**config.mk**
```make
export PLATFORM = sky130hd
export DESIGN_NAME = decode_stage
export DESIGN_NICKNAME = d
export VERILOG_FILES = /design/src/rtl/decode_stage.sv
export SDC_FILE = /design/constraint.sdc
export NUM_CORES = 1
export LEC_CHECK = 0
export ABC_AREA = 1
export CORE_AREA = 2 2 162 164
export CTS_BUF_LIST = sky130_fd_sc_hd__clkbuf_8
export CTS_CLUSTER_DIAMETER = 200
export DETAILED_ROUTE_END_ITERATION = 8
export DIE_AREA = 0 0 164 166
export PLACE_DENSITY = 0.67
export SLEW_MARGIN = 20
export SYNTH_ARGS = -nofsm -noshare
export SYNTH_HDL_FRONTEND = slang
export SYNTH_SLANG_ARGS = --single-unit
```
**constraint.sdc**
```tcl
create_clock -name clock -period 2.6 [get_ports clock]
set_clock_uncertainty 0.15 [all_clocks]
set_input_delay 0.39 -clock clock [delete_from_list [all_inputs] [get_ports clock]]
set_output_delay 0.39 -clock clock [all_outputs]
set_load 0.02 [all_outputs]
```
**src/rtl/decode_stage.sv**
```systemverilog
// decode_stage: MIPS instruction-decode stage feeding a clocked-read register file.
//   Fetch side : if_valid/if_ready handshake, if_instr, if_pc, flush (redirect kill).
//   RF side    : rf_addra/rf_addrb (combinational), rf_dataa/rf_datab (one cycle later),
//                wb_enc/wb_addrc/wb_datac (write-back port, observed for bypass).
//   Execute    : ex_valid/ex_ready handshake plus registered ID/EX fields
//                (pc, rs/rt/dst, bypassed operands, immediate, aluop, control flags).
module decode_stage #(
  parameter int XLEN = 32,
  parameter int RA   = 5
) (
  input  logic            clock,
  input  logic            reset,
  input  logic            if_valid,
  output logic            if_ready,
  input  logic [XLEN-1:0] if_instr,
  input  logic [XLEN-1:0] if_pc,
  input  logic            flush,
  output logic [RA-1:0]   rf_addra,
  output logic [RA-1:0]   rf_addrb,
  input  logic [XLEN-1:0] rf_dataa,
  input  logic [XLEN-1:0] rf_datab,
  input  logic            wb_enc,
  input  logic [RA-1:0]   wb_addrc,
  input  logic [XLEN-1:0] wb_datac,
  output logic            ex_valid,
  input  logic            ex_ready,
  output logic [XLEN-1:0] ex_pc,
  output logic [RA-1:0]   ex_rs,
  output logic [RA-1:0]   ex_rt,
  output logic [RA-1:0]   ex_dst,
  output logic [XLEN-1:0] ex_rsdata,
  output logic [XLEN-1:0] ex_rtdata,
  output logic [XLEN-1:0] ex_imm,
  output logic [3:0]      ex_aluop,
  output logic            ex_regwrite,
  output logic            ex_memread,
  output logic            ex_memwrite,
  output logic            ex_branch,
  output logic            ex_bne,
  output logic            ex_jump,
  output logic            ex_jr,
  output logic            ex_link,
  output logic            ex_illegal
);

  localparam logic [3:0] ALU_ADD = 4'd0, ALU_SUB = 4'd1, ALU_AND = 4'd2, ALU_OR  = 4'd3,
                         ALU_XOR = 4'd4, ALU_NOR = 4'd5, ALU_SLT = 4'd6, ALU_SLL = 4'd7,
                         ALU_SRL = 4'd8, ALU_LUI = 4'd9, ALU_UNS = 4'd10;

  logic [5:0]    op, funct;
  logic [RA-1:0] i_rs, i_rt, i_rd;
  logic [15:0]   i_imm;

  assign op    = if_instr[31:26];
  assign i_rs  = if_instr[25:21];
  assign i_rt  = if_instr[20:16];
  assign i_rd  = if_instr[15:11];
  assign funct = if_instr[5:0];
  assign i_imm = if_instr[15:0];

  // decoded fields for the instruction at fetch
  logic [RA-1:0] d_dst;
  logic [3:0]    d_aluop;
  logic d_rw, d_mr, d_mw, d_br, d_bne, d_j, d_jr, d_link, d_ill, d_zext, d_rdrt;

  always_comb begin
    d_dst = '0; d_aluop = ALU_ADD;
    d_rw = 1'b0; d_mr = 1'b0; d_mw = 1'b0; d_br = 1'b0; d_bne = 1'b0;
    d_j = 1'b0; d_jr = 1'b0; d_link = 1'b0; d_ill = 1'b0; d_zext = 1'b0; d_rdrt = 1'b0;
    case (op)
      6'h00: begin
        d_rw = 1'b1; d_dst = i_rd; d_rdrt = 1'b1;
        case (funct)
          6'h20: d_aluop = ALU_ADD;
          6'h21: d_aluop = ALU_UNS;
          6'h22: d_aluop = ALU_SUB;
          6'h23: d_aluop = ALU_UNS;
          6'h24: d_aluop = ALU_AND;
          6'h25: d_aluop = ALU_OR;
          6'h26: d_aluop = ALU_XOR;
          6'h27: d_aluop = ALU_NOR;
          6'h2A: d_aluop = ALU_SLT;
          6'h00: d_aluop = ALU_SLL;
          6'h02: d_aluop = ALU_SRL;
          6'h08: begin d_jr = 1'b1; d_rw = 1'b0; d_dst = '0; d_rdrt = 1'b0; end
          default: begin d_ill = 1'b1; d_rw = 1'b0; d_dst = '0; d_rdrt = 1'b0; end
        endcase
      end
      6'h08: begin d_rw = 1'b1; d_dst = i_rt; d_aluop = ALU_ADD; end
      6'h09: begin d_rw = 1'b1; d_dst = i_rt; d_aluop = ALU_UNS; end
      6'h0A: begin d_rw = 1'b1; d_dst = i_rt; d_aluop = ALU_SLT; end
      6'h0C: begin d_rw = 1'b1; d_dst = i_rt; d_aluop = ALU_AND; d_zext = 1'b1; end
      6'h0D: begin d_rw = 1'b1; d_dst = i_rt; d_aluop = ALU_OR;  d_zext = 1'b1; end
      6'h0E: begin d_rw = 1'b1; d_dst = i_rt; d_aluop = ALU_XOR; d_zext = 1'b1; end
      6'h0F: begin d_rw = 1'b1; d_dst = i_rt; d_aluop = ALU_LUI; end
      6'h23: begin d_rw = 1'b1; d_dst = i_rt; d_mr = 1'b1; end
      6'h2B: begin d_mw = 1'b1; d_rdrt = 1'b1; end
      6'h04: begin d_br = 1'b1; d_aluop = ALU_SUB; d_rdrt = 1'b1; end
      6'h05: begin d_br = 1'b1; d_bne = 1'b1; d_aluop = ALU_SUB; d_rdrt = 1'b1; end
      6'h02: d_j = 1'b1;
      6'h03: begin d_j = 1'b1; d_link = 1'b1; d_rw = 1'b1; d_dst = 5'd31; end
      default: d_ill = 1'b1;
    endcase
  end

  logic upd, load_use;
  assign upd      = !ex_valid || ex_ready;
  assign load_use = ex_valid && ex_memread && (ex_dst != '0) &&
                    ((ex_dst == i_rs) || ((ex_dst == i_rt) && d_rdrt));
  assign if_ready = upd && !load_use && !flush;

  // A held instruction keeps re-reading its own sources so its operands track
  // any write-back that lands while execute is stalled.
  assign rf_addra = upd ? i_rs : ex_rs;
  assign rf_addrb = upd ? i_rt : ex_rt;

  // The file reads before it writes, so a same-cycle write-back is captured here.
  logic            flag_a, flag_b;
  logic [XLEN-1:0] data_a, data_b;

  always_ff @(posedge clock) begin
    if (reset) begin
      flag_a <= 1'b0; flag_b <= 1'b0; data_a <= '0; data_b <= '0;
      ex_valid <= 1'b0; ex_pc <= '0; ex_rs <= '0; ex_rt <= '0; ex_dst <= '0;
      ex_imm <= '0; ex_aluop <= '0; ex_regwrite <= 1'b0; ex_memread <= 1'b0;
      ex_memwrite <= 1'b0; ex_branch <= 1'b0; ex_bne <= 1'b0; ex_jump <= 1'b0;
      ex_jr <= 1'b0; ex_link <= 1'b0; ex_illegal <= 1'b0;
    end else begin
      flag_a <= wb_enc && (wb_addrc == rf_addra) && (rf_addra != '0);
      flag_b <= wb_enc && (wb_addrc == rf_addrb) && (rf_addrb != '0);
      data_a <= wb_datac;
      data_b <= wb_datac;
      if (flush) ex_valid <= 1'b0;
      else if (upd && load_use) ex_valid <= 1'b0;
      else if (upd && if_valid) begin
        ex_valid    <= 1'b1;
        ex_pc       <= if_pc;
        ex_rs       <= i_rs;
        ex_rt       <= i_rt;
        ex_dst      <= d_dst;
        ex_imm      <= d_zext ? {{(XLEN-16){1'b0}}, i_imm} : {{(XLEN-16){i_imm[15]}}, i_imm};
        ex_aluop    <= d_aluop;
        ex_regwrite <= d_rw && (d_dst != '0);
        ex_memread  <= d_mr;
        ex_memwrite <= d_mw;
        ex_branch   <= d_br;
        ex_bne      <= d_bne;
        ex_jump     <= d_j;
        ex_jr       <= d_jr;
        ex_link     <= d_link;
        ex_illegal  <= d_ill;
      end else if (upd) ex_valid <= 1'b0;
    end
  end

  assign ex_rsdata = (ex_rs == '0) ? '0 : flag_a ? data_a : rf_dataa;
  assign ex_rtdata = (ex_rt == '0) ? '0 : flag_b ? data_b : rf_datab;

endmodule

```
# Yosys cells after proc, flatten, opt, wreduce, memory -nomap -nowiden
# Cells that the tools add are included.
dict set report totals {
  reg_bits 127
  input_bits 171
}
dict set report op_classes {
  reduce_logical 39
  n_eq_ne 28
  n_mux 27
  n_bitwise 2
}
# operator n
set ops {}
lappend ops {{2-to-1 mux 32 bit} 5}
lappend ops {{== test 6 bit (second input constant)} 11}
lappend ops {{== test 6 x 4 -> 1 bit (second input constant)} 8}
lappend ops {{one-hot mux 4 bit (9 select lines)} 1}
lappend ops {{one-hot mux 4 bit (8 select lines)} 1}
lappend ops {{== test 5 bit} 4}
lappend ops {{nonzero test 5 bit} 4}
lappend ops {{== test 6 x 2 -> 1 bit (second input constant)} 3}
lappend ops {{2-to-1 mux 5 bit} 3}
lappend ops {{one-hot mux 5 bit (3 select lines)} 1}
lappend ops {{logical AND 1 bit} 13}
lappend ops {{2-to-1 mux 1 bit} 13}
lappend ops {{OR reduction 13 bit} 1}
lappend ops {{== test 6 x 3 -> 1 bit (second input constant)} 2}
lappend ops {{zero test 6 bit} 2}
lappend ops {{OR reduction 12 bit} 1}
lappend ops {{OR reduction 11 bit} 1}
lappend ops {{zero test 5 bit} 2}
lappend ops {{OR reduction 3 bit} 3}
lappend ops {{OR reduction 9 bit} 1}
lappend ops {{OR reduction 8 bit} 1}
lappend ops {{one-hot mux 1 bit (2 select lines)} 3}
lappend ops {{OR reduction 2 bit} 3}
lappend ops {{zero test 1 bit} 3}
lappend ops {{4 further kinds} 6}

# Longest topological paths before layout
dict set report depth {
  depth_word 10
  ltp_mapped 15
  ltp_nobuf 14
}

# Least setup slack after synthesis
# OpenSTA, ideal clock, no wires.
dict set report synth_path {
  kind {input-to-output}
  from {in if_instr[31]}
  to {out if_ready}
  stages 13
  t_arrival_ns 1.596
  path_slack_ns 0.464
  path_cell_list {inv_2 -> nand2_1 -> inv_2 -> nand3_2 -> inv_2 -> o21ai_1 -> nand2_1 -> nand2_1 -> nand2_1 -> nand2_2 -> buf_2 -> nand2_1 -> nor2_1}
}
dict set report synth_via {
  elab_chain_len 9
}
# item line_no
set synth_lines {}
lappend synth_lines {{start: declaration} 15} ;# input logic [XLEN-1:0] if_instr,
lappend synth_lines {{== test 6 x 3 -> 1 bit or == test 6 bit (tied branches)} 70} ;# case (op)
lappend synth_lines {{OR reduction 3 bit (no source line)} --}
lappend synth_lines {{one-hot mux 1 bit (2 select lines) (*)} 70}
lappend synth_lines {{logical AND 1 bit (*)} 109} ;# ((ex_dst == i_rs) || ((ex_dst == i_rt) && d_rdrt));
lappend synth_lines {{logical OR 1 bit (*)} 109}
lappend synth_lines {{logical AND 1 bit (*)} 108} ;# assign load_use = ex_valid && ex_memread && (ex_dst != '0) &&
lappend synth_lines {{zero test 1 bit (*)} 110} ;# assign if_ready = upd && !load_use && !flush;
lappend synth_lines {{logical AND 1 bit (*) (2 in series)} 110}
lappend synth_lines {{end: declaration} 14} ;# output logic if_ready,
# Mark *: on every way between the ends. The rest lies on a longest branch, timed or not.

# Worst setup path in the final report
dict set report layout_path {
  from {reg flag_b}
  to {out ex_rtdata[1]}
}
dict set report layout_via {
  elab_chain_len 2
}
# item line_no
set layout_lines {}
lappend layout_lines {{start: declaration} 118} ;# logic flag_a, flag_b;
lappend layout_lines {{start signal: assignment} 130} ;# flag_b <= wb_enc && (wb_addrc == rf_addrb) && (rf_addrb != '0);
lappend layout_lines {{2-to-1 mux 32 bit (2 in series)} 157} ;# assign ex_rtdata = (ex_rt == '0) ? '0 : flag_b ? data_b : rf_datab;
lappend layout_lines {{end: declaration} 32} ;# output logic [XLEN-1:0] ex_rtdata,
# Every way passes these cells.

==> reports/results.ini <==
[synthesis]
synth_fa_ha_area_frac = 0
synth_top_family_by_area = simple AND/OR/NAND/NOR gates
seq_area_frac_synth = 0.356
synth_fp_nets = 1093
ys_ff_latch = 112
yosysWarnings = 0
muxShareOfSynthArea = 0.114
syn_area_sq_um = 6290
synth-simple-area-share = 0.286
netlist_instances = 922
synthXorXnorAreaFrac = 0.00974
yosysUniqueCellTypes = 27
synth_compound_area_frac = 0.0827
syn_area_per_cell_sq_um = 6.83

[critical_path]
start_kind = flip-flop
worstPathRequired_ps = 2060
critPathKind = flip-flop to output pin
cp_max_fo = 16
timing.critical_path.to_type = output pin
arrival_ps = 1990

[min_path]
hold_path_class = primary input to flip-flop

[grt]
grt_antenna_before_repair = 1
grt_pass1_wl_um = 38800
grtUsageTotal = 0.182
grt.overflow.total = 0
grt_pass1_vias = 7035
grt_max_degree = 99

[sta]
layout_setup_ws_ps = 66.9
finalMaxSlewViolations = 0
period_share = 0.974
whs_ps = 195
min_period_ps = 2530
max_freq_ghz = 0.395
worst_pin_slew_ps = 517
finalSetupViolations = 0
relSlewSlack = 0.655
hold_viol_final = 0

[placed_design]
dp.cells = 1585
port_buffers = 338
hpwl_um = 19400
gp_congestion = 0.867
dp_slack_ps = -407

[final_layout]
layout.nets = 1434
final_cell_mix = clkdlybuf4s50_1 (275), nand2_1 (215), inv_1 (145), dfxtp_1 (107), nor2_1 (79)
area_growth_pct = 68.2
drive_above_1_share = 0.137
final_util = 0.413
final_cell_count_no_fill = 1604
final_common_cell = clkdlybuf4s50_1

[floorplanning]
coreArea_sq_um = 25600
rows = 59
io_pins = 339
die_h_um = 166
dieArea_sq_um = 27200
start_util = 0.246
die_width_um = 164

[routing]
drt-initial-drc-count = 476
ant_nets = 0
wl_per_cell_um = 16.2
num_vias = 7313
drc = 0
firstDrtPassIters = 5
vias_per_cell = 4.56
routed_wl_um = 26000

[power_and_ir_drop]
p_seq_frac = 0.417
power_density_nw_per_um2 = 419
peakVddDrop_v = 0.000335
switchingPower_mw = 1.54
pwr-share-clk = 0.246
p_leak_nw = 5.15
p_sw_frac = 0.346
power_frac_comb = 0.338
p_int_mw = 2.90

[job]
maxCapViolCount = 0

[clock_tree]
tritoncts = yes
cts_max_level = 3
cts_setup_buffers = 0
cts_inserted_buffers = 9
root_buffer = clkbuf_8
clk_pin_slew_worst_paths_ps = 130
clock_latency_ps = 390
numClockSinks = 112
cts_hold_repair.buffers = 0
cts_buffer_depth = 2

[outcome]
status = complete, no violations

layout make-up:
cell class | instances | area (sq um)
clock inverters | 7 | 61.3
diodes | 1 | 2.50
multi-input cells | 584 | 3140
clock buffers | 9 | 124
inverters | 153 | 576
flip-flops and latches | 112 | 2250
repair buffers | 403 | 4020
fillers | 2629 | 15000
well taps | 335 | 419
synthesized netlist by cell type, drive strengths merged:
master   instances  area [sq um]
a21oi           73           365
buf             37           243
clkbuf          36           135
clkinv           1          3.75
dfxtp          112          2240
inv            152           571
mux2            64           721
nand2          217           817
nand3           23           125
nand4           73           457
nor2            85           327
nor3            12          60.1
nor4             2          12.5
o2111ai          2          17.5
o211ai           1          7.51
o21ai           21           105
o22ai            4          25.0
xnor2            3          26.3
xor2             4          35.0
kinds of logic (layout without fill, tap and decap cells):
family,count (synthesis),after routing
xor+xnor,7,7
simple gates,412,412
flops,112,112
buf+inv,226,572
mux,64,64
compound gates,101,101
other cells,0,1
through the flow:
stage | cell area, sq um | power (mW) | setup TNS, ps
2_1_floorplan | 6290 | 2.58 | 0
3_3_place_gp | 10300 | 3.40 | -18020
3_5_place_dp | 10300 | 3.42 | -17560
4_1_cts | 10500 | 4.51 | 0
5_1_grt | 10600 | 4.68 | -103
6_report | 10600 | 4.44 | 0
power groups by stage:
stage,logic [mW],registers (mW),clock network (mW)
after floorplan,0.640,1.94,0
after global placement,1.52,1.88,0
after detailed placement,1.53,1.89,0
after CTS,1.51,1.85,1.15
after global routing,1.61,1.86,1.21
final,1.50,1.85,1.09
path summary, 6_finish.rpt:
kind                            slack, ps                      to  cells after the start              startpoint
worst max-delay path                   70            ex_rtdata[1]                      5       flag_b$_SDFF_PP0_
worst max register to register        310  ex_imm[4]$_SDFFE_PP0P_                     12  ex_dst[4]$_SDFFE_PP0P_
worst min-delay path                  200  ex_imm[3]$_SDFFE_PP0P_                      3             if_instr[3]
worst min register to register        320  ex_pc[26]$_SDFFE_PP0P_                      2  ex_pc[26]$_SDFFE_PP0P_
sequential cells by signal, summed over array words and instances, names as in the netlist, 4 cells and up:
| name | cells |
|---|---|
| ex_imm | 17 |
| ex_aluop | 4 |
| data_b | 32 |
| ex_rs | 5 |
| ex_rt | 5 |
| ex_pc | 32 |
| ex_dst | 5 |
per-layer routing:
| metal | vias to the layer above | track usage | part of all wire |
|---|---|---|---|
| met4 | 0 | 0.0568 | 0.019 |
| met5 | - | 0 | 0 |
| li1 | 3626 | - | - |
| met1 | 3383 | 0.214 | 0.41 |
| met3 | 31 | 0.0557 | 0.087 |
| met2 | 273 | 0.313 | 0.48 |
critical path, cell delays in order, from the launching register on:
cell and delay [ps]:
dfxtp_2 410, clkbuf_16 220, mux2_2 350, nand2_1 60, inv_1 40, clkdlybuf4s50_1 520
what timing repair did:
action	in CTS	in global routing
gates cloned	1	1
resized for setup	49	38
setup endpoints to repair	75	69
pin swaps	0	0
Note: power is estimated with default switching activity, not from simulation.
==> edit: new RTL, same flow settings <==
The parameter `XLEN` goes from 32 to 36.
--- a/src/rtl/decode_stage.sv
+++ b/src/rtl/decode_stage.sv
@@ -6,5 +6,5 @@
 //                (pc, rs/rt/dst, bypassed operands, immediate, aluop, control flags).
 module decode_stage #(
-  parameter int XLEN = 32,
+  parameter int XLEN = 36,
   parameter int RA   = 5
 ) (
Interface: changed (9 resized); port bits go from 339 to 375. The function was not compared with the original's and may differ.
==> edit against the unedited design <==
Sequential cell count is 8 higher. Routed wire length is 7.1% higher. Area after synthesis is 7.2% higher. Design area is 9.2% higher. Combinational power is 9% higher. Register-to-register slack better by 0.09 ns. Die area stayed put. Critical endpoint is now rf_addrb[2]. Power is 19% higher. Worst hold slack better by 0.035 ns. Worst setup slack better by 0.0033 ns. Maximum frequency is 0.13% higher. Clock power is 50% higher.
==> edit: results (changes against the unedited design) <==
Status: finished, final reports clean (unchanged)
Tot GR Track Use: 0.1969 (was 0.1815)
Metal2 WL: 13.57 mm (was 12.56 mm)
DP HPWL: 21.29 mm (was 19.39 mm)
Leakage: 6.031 nW (was 5.146 nW)
Post-synthesis cell type count: 31 (was 27)
Top Metal Used: met5 (was met4)
Cell count after synthesis: 969 (was 922)
Met3 Use GR: 0.07018 (was 0.05569)
NetSw: 1.683 mW (was 1.536 mW)
Final WL: 27.88 mm (was 26.04 mm)
Vias in the first global route: 7384 (was 7035)
First-pass GRT wire length: 41.48 mm (was 38.82 mm)
Leading post-synthesis cells by cell area: dfxtp_1, nand2_1, mux2_2 (unchanged)
Port Buffers: 370 (was 338)
Crit path from: ex_valid (was flag_b)
NonClk Buf Share: 0.3825 (was 0.3796)
Worst skew pair latency: 0.43 ns (was 0.39 ns)
WL per Instance: 16.48 µm (was 16.23 µm)
1st-iter DRT viols: 429 (was 476)
Reg2reg start: ex_dst[3] (was ex_dst[4])
M2 GR Usage: 0.3398 (was 0.3129)
Maximum vdd drop: 0.2427 mV (was 0.3348 mV)
Hold Startpoint: reset (was if_instr[3])
Syn nets: 1160 (was 1093)
Fin nets: 1533 (was 1434)
FF/Latch Area: 0.002405 mm² (was 0.002248 mm²)
Clock buf/inv share: 0.03128 (was 0.01749)
Worst Path Buf+Inv: 4 (was 3)
Place WS: -0.3521 ns (was -0.4074 ns)
Post-synthesis sequential area ratio: 0.3559 (was 0.3562)
Post-route cell area: 0.01156 mm² (was 0.01059 mm²)
Hold path endpoint: data_b[6] (was ex_imm[3])
CTS resizes: 31 (was 49)
-- edit: cell types whose count changed after synthesis, moves of 5 or more --
cell / change
buf_2: -5
buf_4: +5
clkbuf_1: +5
dfxtp_1: +8
inv_1: +17
mux2_2: +8
nand2_1: +7
nor3_1: -5
o211ai_1: +5
-- edit: power by group through the flow --
stage               clock, mW  combinational (mW)  sequential, mW
floorplan                   0               0.706            2.08
global placement            0                1.66            2.02
detailed placement          0                1.68            2.02
CTS                      1.70                1.67            1.98
global route             1.78                1.77            1.99
finish                   1.64                1.64            1.98
-- edit: cells by family (layout without fill, tap and decap cells) --
family / after synthesis / count (layout) / synth area share
simple gates: 417 / 417 / 0.2708
buf+inv: 245 / 629 / 0.1568
flops: 120 / 120 / 0.3559
compound gates: 104 / 104 / 0.08211
mux: 72 / 72 / 0.1201
xor+xnor: 11 / 11 / 0.01427
other cells: 0 / 4 / 0
